### config.mk
export PLATFORM = sky130hd
export DESIGN_NAME = disp_data_ctrl
export DESIGN_NICKNAME = d
export VERILOG_FILES = /design/src/rtl/disp_data_ctrl.sv
export SDC_FILE = /design/constraint.sdc
export NUM_CORES = 1
export LEC_CHECK = 0
export ABC_AREA = 1
export ABC_CLOCK_PERIOD_IN_PS = 5100
export BUFFER_PORTS_ARGS = -buffer_cell sky130_fd_sc_hd__buf_2
export CAP_MARGIN = 40
export CORE_MARGIN = 3
export CORE_UTILIZATION = 41
export CTS_CLUSTER_DIAMETER = 50
export CTS_CLUSTER_SIZE = 30
export DETAILED_ROUTE_END_ITERATION = 10
export GPL_ROUTABILITY_DRIVEN = 1
export PLACE_DENSITY = 0.6
export SYNTH_ARGS = -nofsm -noshare
export SYNTH_HDL_FRONTEND = slang
export SYNTH_SLANG_ARGS = --single-unit
### constraint.sdc
create_clock -name clk -period 5.1 [get_ports clk]
set_input_delay 0.255 -clock clk [delete_from_list [all_inputs] [get_ports clk]]
set_output_delay 0.255 -clock clk [all_outputs]
set_load 0.02 [all_outputs]
### src/rtl/disp_data_ctrl.sv
// rtl/disp_data_ctrl.sv - display data feeder: syscall capture, cycle counter,
// switch-selected display word and scan clock divider.
module disp_data_ctrl #(
  parameter int unsigned SCAN_DIV    = 50000,
  parameter int unsigned SYNC_STAGES = 2
) (
  input  logic        clk,
  input  logic        clr,
  input  logic        halt,
  input  logic        sys_wr,
  input  logic [31:0] sys_data,
  input  logic [31:0] pc,
  input  logic [1:0]  mode,
  input  logic        pause,
  output logic        scan_clk,
  output logic [31:0] data32,
  output logic [31:0] cycle_cnt
);

  localparam int DIV_W = 20;

  logic [SYNC_STAGES-1:0][1:0] mode_sync_q, mode_sync_d;
  logic [SYNC_STAGES-1:0]      pause_sync_q, pause_sync_d;
  logic [31:0]                 cycle_cnt_q, cycle_cnt_d;
  logic [31:0]                 sys_reg_q, sys_reg_d;
  logic [23:0]                 wr_cnt_q, wr_cnt_d;
  logic [31:0]                 data32_q, data32_d;
  logic [DIV_W-1:0]            div_cnt_q, div_cnt_d;
  logic                        scan_clk_q, scan_clk_d;
  logic [1:0]                  mode_s;
  logic                        pause_s;
  logic [31:0]                 sel_word;

  assign mode_s  = mode_sync_q[SYNC_STAGES-1];
  assign pause_s = pause_sync_q[SYNC_STAGES-1];

  always_comb begin
    mode_sync_d  = {mode_sync_q[SYNC_STAGES-2:0], mode};
    pause_sync_d = {pause_sync_q[SYNC_STAGES-2:0], pause};

    // Counter saturates so a very long run never reads back as a short one.
    cycle_cnt_d = cycle_cnt_q;
    if (!halt && (cycle_cnt_q != 32'hFFFF_FFFF)) cycle_cnt_d = cycle_cnt_q + 32'd1;

    sys_reg_d = sys_wr ? sys_data : sys_reg_q;
    wr_cnt_d  = sys_wr ? wr_cnt_q + 24'd1 : wr_cnt_q;

    case (mode_s)
      2'd0:    sel_word = sys_reg_q;
      2'd1:    sel_word = cycle_cnt_q;
      2'd2:    sel_word = pc;
      default: sel_word = {halt, 7'b0, wr_cnt_q};
    endcase
    data32_d = pause_s ? data32_q : sel_word;

    div_cnt_d  = div_cnt_q + DIV_W'(1);
    scan_clk_d = scan_clk_q;
    if (div_cnt_q == DIV_W'(SCAN_DIV - 1)) begin
      div_cnt_d  = '0;
      scan_clk_d = ~scan_clk_q;
    end
  end

  always_ff @(posedge clk or posedge clr) begin
    if (clr) begin
      mode_sync_q  <= '0;
      pause_sync_q <= '0;
      cycle_cnt_q  <= '0;
      sys_reg_q    <= '0;
      wr_cnt_q     <= '0;
      data32_q     <= '0;
      div_cnt_q    <= '0;
      scan_clk_q   <= 1'b0;
    end else begin
      mode_sync_q  <= mode_sync_d;
      pause_sync_q <= pause_sync_d;
      cycle_cnt_q  <= cycle_cnt_d;
      sys_reg_q    <= sys_reg_d;
      wr_cnt_q     <= wr_cnt_d;
      data32_q     <= data32_d;
      div_cnt_q    <= div_cnt_d;
      scan_clk_q   <= scan_clk_d;
    end
  end

  assign scan_clk  = scan_clk_q;
  assign data32    = data32_q;
  assign cycle_cnt = cycle_cnt_q;

endmodule

==> run_results.csv, run 1 <==
group,metric,value,unit
outcome,status,"complete, no violations",
clock_network,numCtsBuffers,17,
setup_path,path_cells,"ha_1 -> nand2_1 -> nor2_4 -> nand2_2 -> nor2_4 -> nand2_4 -> nand2_4 -> inv_2 -> nand2_1 -> nand2_1",
synthesis,ys_warn_count,0,
clock_network,cts-root-buf,"clkbuf_16",
sta,fin_crit_sh,42.0,%
place,dpl.hpwl,16800,um
pwr,pwr-share-comb,13.4,%
synthesis,yosysMostFrequentCell,"nand2_1",
floorplanning,coreArea,0.0181,mm2
setup_path,worstSetupPathType,"register to register",
floorplanning,fp-row-count,49,
pwr,ir_drop,0.000255,V
sta,max-slew-margin-rel,54.9,%
synthesis,synthesis.nets,1119,
route,drtAntennaViolNets,0,
layout,drive_gt1_share,15.9,%
setup_path,start_kind,"register",
grt,grt_max_degree,88,
route,drc,0,
synthesis,synth.top_cell.area_share,48.1,%
pwr,power.internal,2.12,mW
layout,fin_area,0.00915,mm2
synthesis,synth_top_area_cell,"dfrtp_1",
pwr,power.total,2.99,mW
clock_network,cts_resized,0,
grt,grt_overflow,0,
place,place.gp.congestion,0.950,
synthesis,synth_edf_count,0,
synthesis,synth_seq_area_share,48.1,%
pwr,pwr_density_cell,327,mW/mm2
setup_path,critical_path_arrival,2460,ps
setup_path,cp_num_buf_inv,1,
clock_network,cts_sinks,147,
setup_path,crit_family,"simple AND/OR/NAND/NOR gates",
synthesis,synth_cell_types,26,
clock_network,cts_buffer_depth,2,
synthesis,netlist_instances,1045,
synthesis,synth_top_cells_by_area,"dfrtp_1, nand2_1, nor2_1, nand3_1, inv_1",
setup_path,crit_top_cell,"nand2_1",
setup_path,cp-end-kind,"register",
place,io_buffers,135,
layout,num_antenna_cells,0,
floorplanning,die_area,0.0203,mm2
clock_network,clk_pin_slew,60,ps
floorplanning,die_y,143,um
setup_path,crit_required,5420,ps
sta,rsz0062_at_grt,"false",
route,routed_wirelength,22600,um
floorplanning,start_util,42.1,%
pwr,pwr-share-clk,40.7,%
grt,grt_pass1_wl,36600,um
sta,setup_violations,0,
sta,worst-slew-pin-transition,676,ps
setup_path,crit_path_top_delay_cell,"dfrtp_1",
setup_path,cp_max_fo,29,
pwr,power_leakage,4.68,nW
setup_path,cp_slowest_stage_delay,450,ps
layout,fin_nets,1254,
pwr,p_switching,0.875,mW
sta,slew_viol_final,0,
synthesis,synth-seq-cells,147,
worst_hold_path,hp-class,"primary input to register",
pwr,power_frac_seq,45.9,%
place,placed_area,0.00854,mm2
route,wl_per_cell,15.9,um
synthesis,synthArstFlopShare,100,%
job,drv_cap,0,
route,dr.pass1.iters,5,
sta,finalCriticalPeriod,2140,ps
grt,grt_pass1_vias,6726,
synthesis,synthTopCellsByCount,"nand2_1, dfrtp_1, nor2_1, inv_1, nand3_1",
route,num_vias,7071,
floorplanning,io_pins,136,
sta,max_freq,466,MHz
sta,finalClockSkew,7.36,ps
floorplanning,die_w,143,um
sta,setup_tns,0,ps
grt,grt_antenna_before_repair,1,
synthesis,synthFlopType,"dfrtp_1",
synthesis,syn_area_per_cell,7.31,um2
clock_network,clk_latency,430,ps
sta,hold_violations,0,
pwr,switching_share,29.3,%
route,via_per_inst,4.97,
layout,syn_to_final_growth,19.7,%
synthesis,syn_area,0.00764,mm2
grt,grt_usage,23.2,%
clock_network,cts_max_level,4,
clock_network,cts_tree,"built",
route,detailedRoute.firstIterationViolations,565,
[path summary, 6_finish.rpt]
check	start	slack (ps)	depth (start not counted)	end
max	cycle_cnt[1]$_DFFE_PP0P_	2960	10	cycle_cnt[30]$_DFFE_PP0P_
min	sys_data[23]	20	3	sys_reg_q[23]$_DFFE_PP0P_
max reg2reg	cycle_cnt[1]$_DFFE_PP0P_	2960	10	cycle_cnt[30]$_DFFE_PP0P_
min reg2reg	pause_sync_q[0]$_DFF_PP0_	350	0	pause_sync_q[1]$_DFF_PP0_
max in group asynchronous	clr	3510	5	div_cnt_q[9]$_DFF_PP0_
min in group asynchronous	clr	280	3	cycle_cnt[8]$_DFFE_PP0P_
[cell type report]
type | count | area, um2
well taps | 229 | 287
clock inverters | 11 | 103
inverters | 83 | 317
repair buffers | 145 | 781
fillers | 1839 | 9000
clock buffers | 21 | 470
multi-input cells | 786 | 3510
flip-flops and latches | 147 | 3680
[worst min-delay path, stage by stage]
cell     delay, ps
buf_2           70
nand2_1         40
nand2_1         50
[sequential cells by signal, summed over array words and instances (netlist names)]
| signal | cells |
|---|---|
| scan_clk | 1 |
| sys_reg_q | 32 |
| pause_sync_q | 2 |
| data32 | 32 |
| mode_s | 2 |
| wr_cnt_q | 24 |
| cycle_cnt | 32 |
| div_cnt_q | 20 |
| mode_sync_d | 2 |
[cell usage in the layout, fill, tap and decap left out, types with 2 or more instances in the layout]
cell type,n
nand3_1,61
clkinv_2,3
a21oi_1,20
o21ai_0,53
nor2_2,6
clkinv_4,3
dlygate4sd3_1,4
inv_6,2
clkbuf_16,17
dfrtp_1,147
nor3_1,18
o211ai_1,6
clkinvlp_4,3
ha_1,3
nand2_1,456
nand2_2,3
nand4_1,11
inv_2,2
nand2_4,2
nor2_4,4
xnor2_1,11
buf_2,135
clkbuf_8,3
nor2_1,95
buf_4,5
inv_1,80
nand3b_1,6
xor2_1,29
[repair_timing]
action                                  4_1_cts  5_1_grt
setup buffers                                 0        0
hold buffers                                  4        0
endpoints found under the hold margin        14        0
endpoints found under the setup margin        0        0
[kinds of logic after synthesis]
logic type / count (synthesis) / synth area share [%]
simple gates: 663 / 35.4
xor+xnor: 40 / 4.58
compound gates: 80 / 5.47
fa+ha+maj: 3 / 0.491
flops: 147 / 48.1
buf+inv: 112 / 5.94
[through the flow]
stage               hold slack (ps)  setup slack, ps  cells  util [%]
floorplan                       286              894   1045         -
global placement                341             2960   1385      46.9
detailed placement              176             2910   1386      47.0
CTS                            5.37             2960   1422      50.4
global route                   22.5             2770   1422      50.4
finish                         19.5             2960   1422      50.4
[metal layers]
metal	global-route usage (%)	routed length, um	vias up
met4	7.80	535	2
met1	34.3	10800	3238
met5	0	7	-
met3	4.91	1830	34
met2	33.7	9480	258
li1	-	-	3539
[power by group through the flow]
stage	clock, mW	combinational, mW	sequential (mW)
after floorplan	0	0.213	1.41
after global placement	0	0.397	1.39
after detailed placement	0	0.401	1.39
after CTS	1.24	0.405	1.37
after global routing	1.29	0.452	1.38
final	1.22	0.401	1.37
Note: power is estimated with default switching activity, not from simulation.
==> run 2: changes to the inputs <==
--- a/config.mk
+++ b/config.mk
@@ -6,7 +6,7 @@
 export NUM_CORES = 1
 export LEC_CHECK = 0
 export ABC_AREA = 1
-export ABC_CLOCK_PERIOD_IN_PS = 5100
+export ABC_CLOCK_PERIOD_IN_PS = 1800
 export BUFFER_PORTS_ARGS = -buffer_cell sky130_fd_sc_hd__buf_2
 export CAP_MARGIN = 40
 export CORE_MARGIN = 3
@@ -15,7 +15,7 @@
 export CTS_CLUSTER_SIZE = 30
 export DETAILED_ROUTE_END_ITERATION = 10
 export GPL_ROUTABILITY_DRIVEN = 1
-export PLACE_DENSITY = 0.6
+export PLACE_DENSITY = 0.62
 export SYNTH_ARGS = -nofsm -noshare
 export SYNTH_HDL_FRONTEND = slang
 export SYNTH_SLANG_ARGS = --single-unit
==> constraint.sdc (replaced) <==
create_clock -name clk -period 1.8 [get_ports clk]
set_input_delay 0.09 -clock clk [delete_from_list [all_inputs] [get_ports clk]]
set_output_delay 0.09 -clock clk [all_outputs]
set_load 0.02 [all_outputs]
==> run 2 against run 1 <==
Against the previous run: critical path depth fell by 1; flip-flop and latch count did not move; first-iteration DRC count decreased by 12%; register-to-register slack worse by 2900 ps; critical endpoint is now cycle_cnt[5]$_DFFE_PP0P_; core utilization rose by 5.0 points; sequential power grew to 2.8 times the previous value; non-clock buffer count rose by 89; clock skew is 3.9 ps higher; combinational power increased to 3.6 times the previous value; die area stayed put; clock power rose to 3.1 times the previous value.
==> run_results.csv, run 2 (synthesized netlist as in run 1, its figures left out) <==
group,metric,value,unit
layout,final_util,55.4,%
route,num_vias,7509,
pwr,power_leakage,5.12,nW
place,io_buffers,135,
sta,finalClockSkew,11.2,ps
worst_hold_path,hp-class,"primary input to register",
sta,finalCriticalPeriod,1710,ps
setup_path,path_cells,"ha_2 -> nand2_1 -> nor2_4 -> nand2_2 -> nor2_4 -> nand2_4 -> nand2_4 -> buf_6 -> o21ai_0",
sta,hold_violations,0,
setup_path,crit_path_top_delay_cell,"dfrtp_1",
pwr,ir_drop,0.000717,V
layout,syn_to_final_growth,31.6,%
sta,max_freq,583,MHz
clock_network,numCtsBuffers,17,
pwr,power.total,9.03,mW
clock_network,cts_tree,"built",
floorplanning,fp-row-count,49,
clock_network,cts-root-buf,"clkbuf_16",
sta,setup_violations,0,
setup_path,worstSetupPathType,"register to register",
place,dpl.hpwl,18300,um
setup_path,cp_slowest_stage_delay,410,ps
route,dr.pass1.iters,5,
place,place.gp.congestion,0.954,
setup_path,critical_path_arrival,2020,ps
grt,grt_overflow,0,
layout,num_antenna_cells,0,
setup_path,crit_family,"simple AND/OR/NAND/NOR gates",
clock_network,cts_sinks,147,
floorplanning,coreArea,0.0181,mm2
layout,final_common_cell,"nand2_1",
floorplanning,die_w,143,um
grt,grt_antenna_before_repair,2,
grt,grt_pass1_wl,38700,um
pwr,pwr_density_cell,898,mW/mm2
route,wl_per_cell,16.3,um
floorplanning,die_area,0.0203,mm2
floorplanning,io_pins,136,
clock_network,cts_buffer_depth,2,
route,via_per_inst,4.97,
grt,grt_usage,24.5,%
floorplanning,start_util,42.1,%
setup_path,crit_required,2100,ps
setup_path,cp_max_fo,15,
setup_path,cp-end-kind,"register",
setup_path,start_kind,"register",
clock_network,cts_max_level,4,
layout,drive_gt1_share,19.3,%
floorplanning,die_y,143,um
clock_network,clk_latency,430,ps
route,drc,0,
outcome,status,"complete, no violations",
sta,max-slew-margin-rel,63.1,%
layout,fin_nets,1343,
sta,slew_viol_final,0,
sta,fin_crit_sh,95.3,%
route,drtAntennaViolNets,0,
grt,grt_pass1_vias,7162,
clock_network,clk_pin_slew,60,ps
route,routed_wirelength,24600,um
job,drv_cap,0,
grt,grt_max_degree,55,
setup_path,cp_num_buf_inv,1,
sta,rsz0062_at_grt,"true",
layout,final_cell_mix,"nand2_1, dfrtp_1, buf_2",
route,detailedRoute.firstIterationViolations,499,
sta,worst-slew-pin-transition,553,ps
[run 2: changes by cell type in the layout (fill, tap and decap cells not counted), moves of 3 or more]
cell / delta
bufinv_16: +3
nor2_1: -6
clkbuf_8: -3
dlygate4sd3_1: +39
buf_12: +7
nor2_2: +6
buf_4: +43
[run 2: power by group]
group          switching, mW  internal, mW  leakage (nW)
sequential             0.237          3.58          1.88
clock                   1.43          2.33         0.291
combinational          0.875         0.583          2.95
[run 2: worst register-to-register path, stage by stage, from the launching register on]
cell and delay, ps:
dfrtp_1 410, ha_2 230, nand2_1 100, nor2_4 170, nand2_2 90, nor2_4 120
nand2_4 70, nand2_4 120, buf_6 190, o21ai_0 100
[run 2: cell type report]
cell class,instances,area (um2)
fillers,1758,8090
clock inverters,12,179
repair buffers,234,1620
well taps,229,287
clock buffers,20,437
multi-input cells,786,3530
flip-flops and latches,147,3680
inverters,83,324
[run 2: path summary, 6_finish.rpt]
check / from / endpoint / slack [ps] / cells past startpoint
setup / recovery: cycle_cnt[0]$_DFFE_PP0P_ / cycle_cnt[5]$_DFFE_PP0P_ / 90 / 9
hold / removal: pc[11] / data32[11]$_DFFE_PP0N_ / 10 / 5
setup reg to reg: cycle_cnt[0]$_DFFE_PP0P_ / cycle_cnt[5]$_DFFE_PP0P_ / 90 / 9
hold reg to reg: mode_sync_d[2]$_DFF_PP0_ / mode_s[0]$_DFF_PP0_ / 350 / 0
max in group asynchronous: clr / sys_reg_q[21]$_DFFE_PP0P_ / 940 / 4
min in group asynchronous: clr / data32[12]$_DFFE_PP0N_ / 270 / 3
[run 2: what timing repair did]
action / 4_1_cts / 5_1_grt
pin swaps: 0 / 1
endpoints found under the hold margin: 57 / 0
hold buffers: 43 / 0
cloned: 0 / 0
endpoints found under the setup margin: 3 / 37
buffers inserted: 0 / 4
resized for setup: 1 / 12
[run 2: stage by stage]
stage	setup TNS [ps]	std cells	setup slack, ps	hold WS [ps]	cell area (um2)
after detailed placement	-88.6	1432	-53.8	181	8930
after global placement	-7.43	1432	-7.43	173	8930
after CTS	0	1507	4.63	2.20	9980
after floorplan	-20140	1045	-137	121	7640
final	0	1511	85.1	13.9	10100
after global routing	-65.8	1511	-14.9	49.1	10100
[run 2: metal layers]
metal / up-vias / wire, um / track usage, %
met5: - / 32 / 0
met4: 4 / 454 / 7.25
met3: 34 / 1430 / 4.94
met2: 253 / 11300 / 38.2
met1: 3504 / 11400 / 34.8
li1: 3714 / - / -
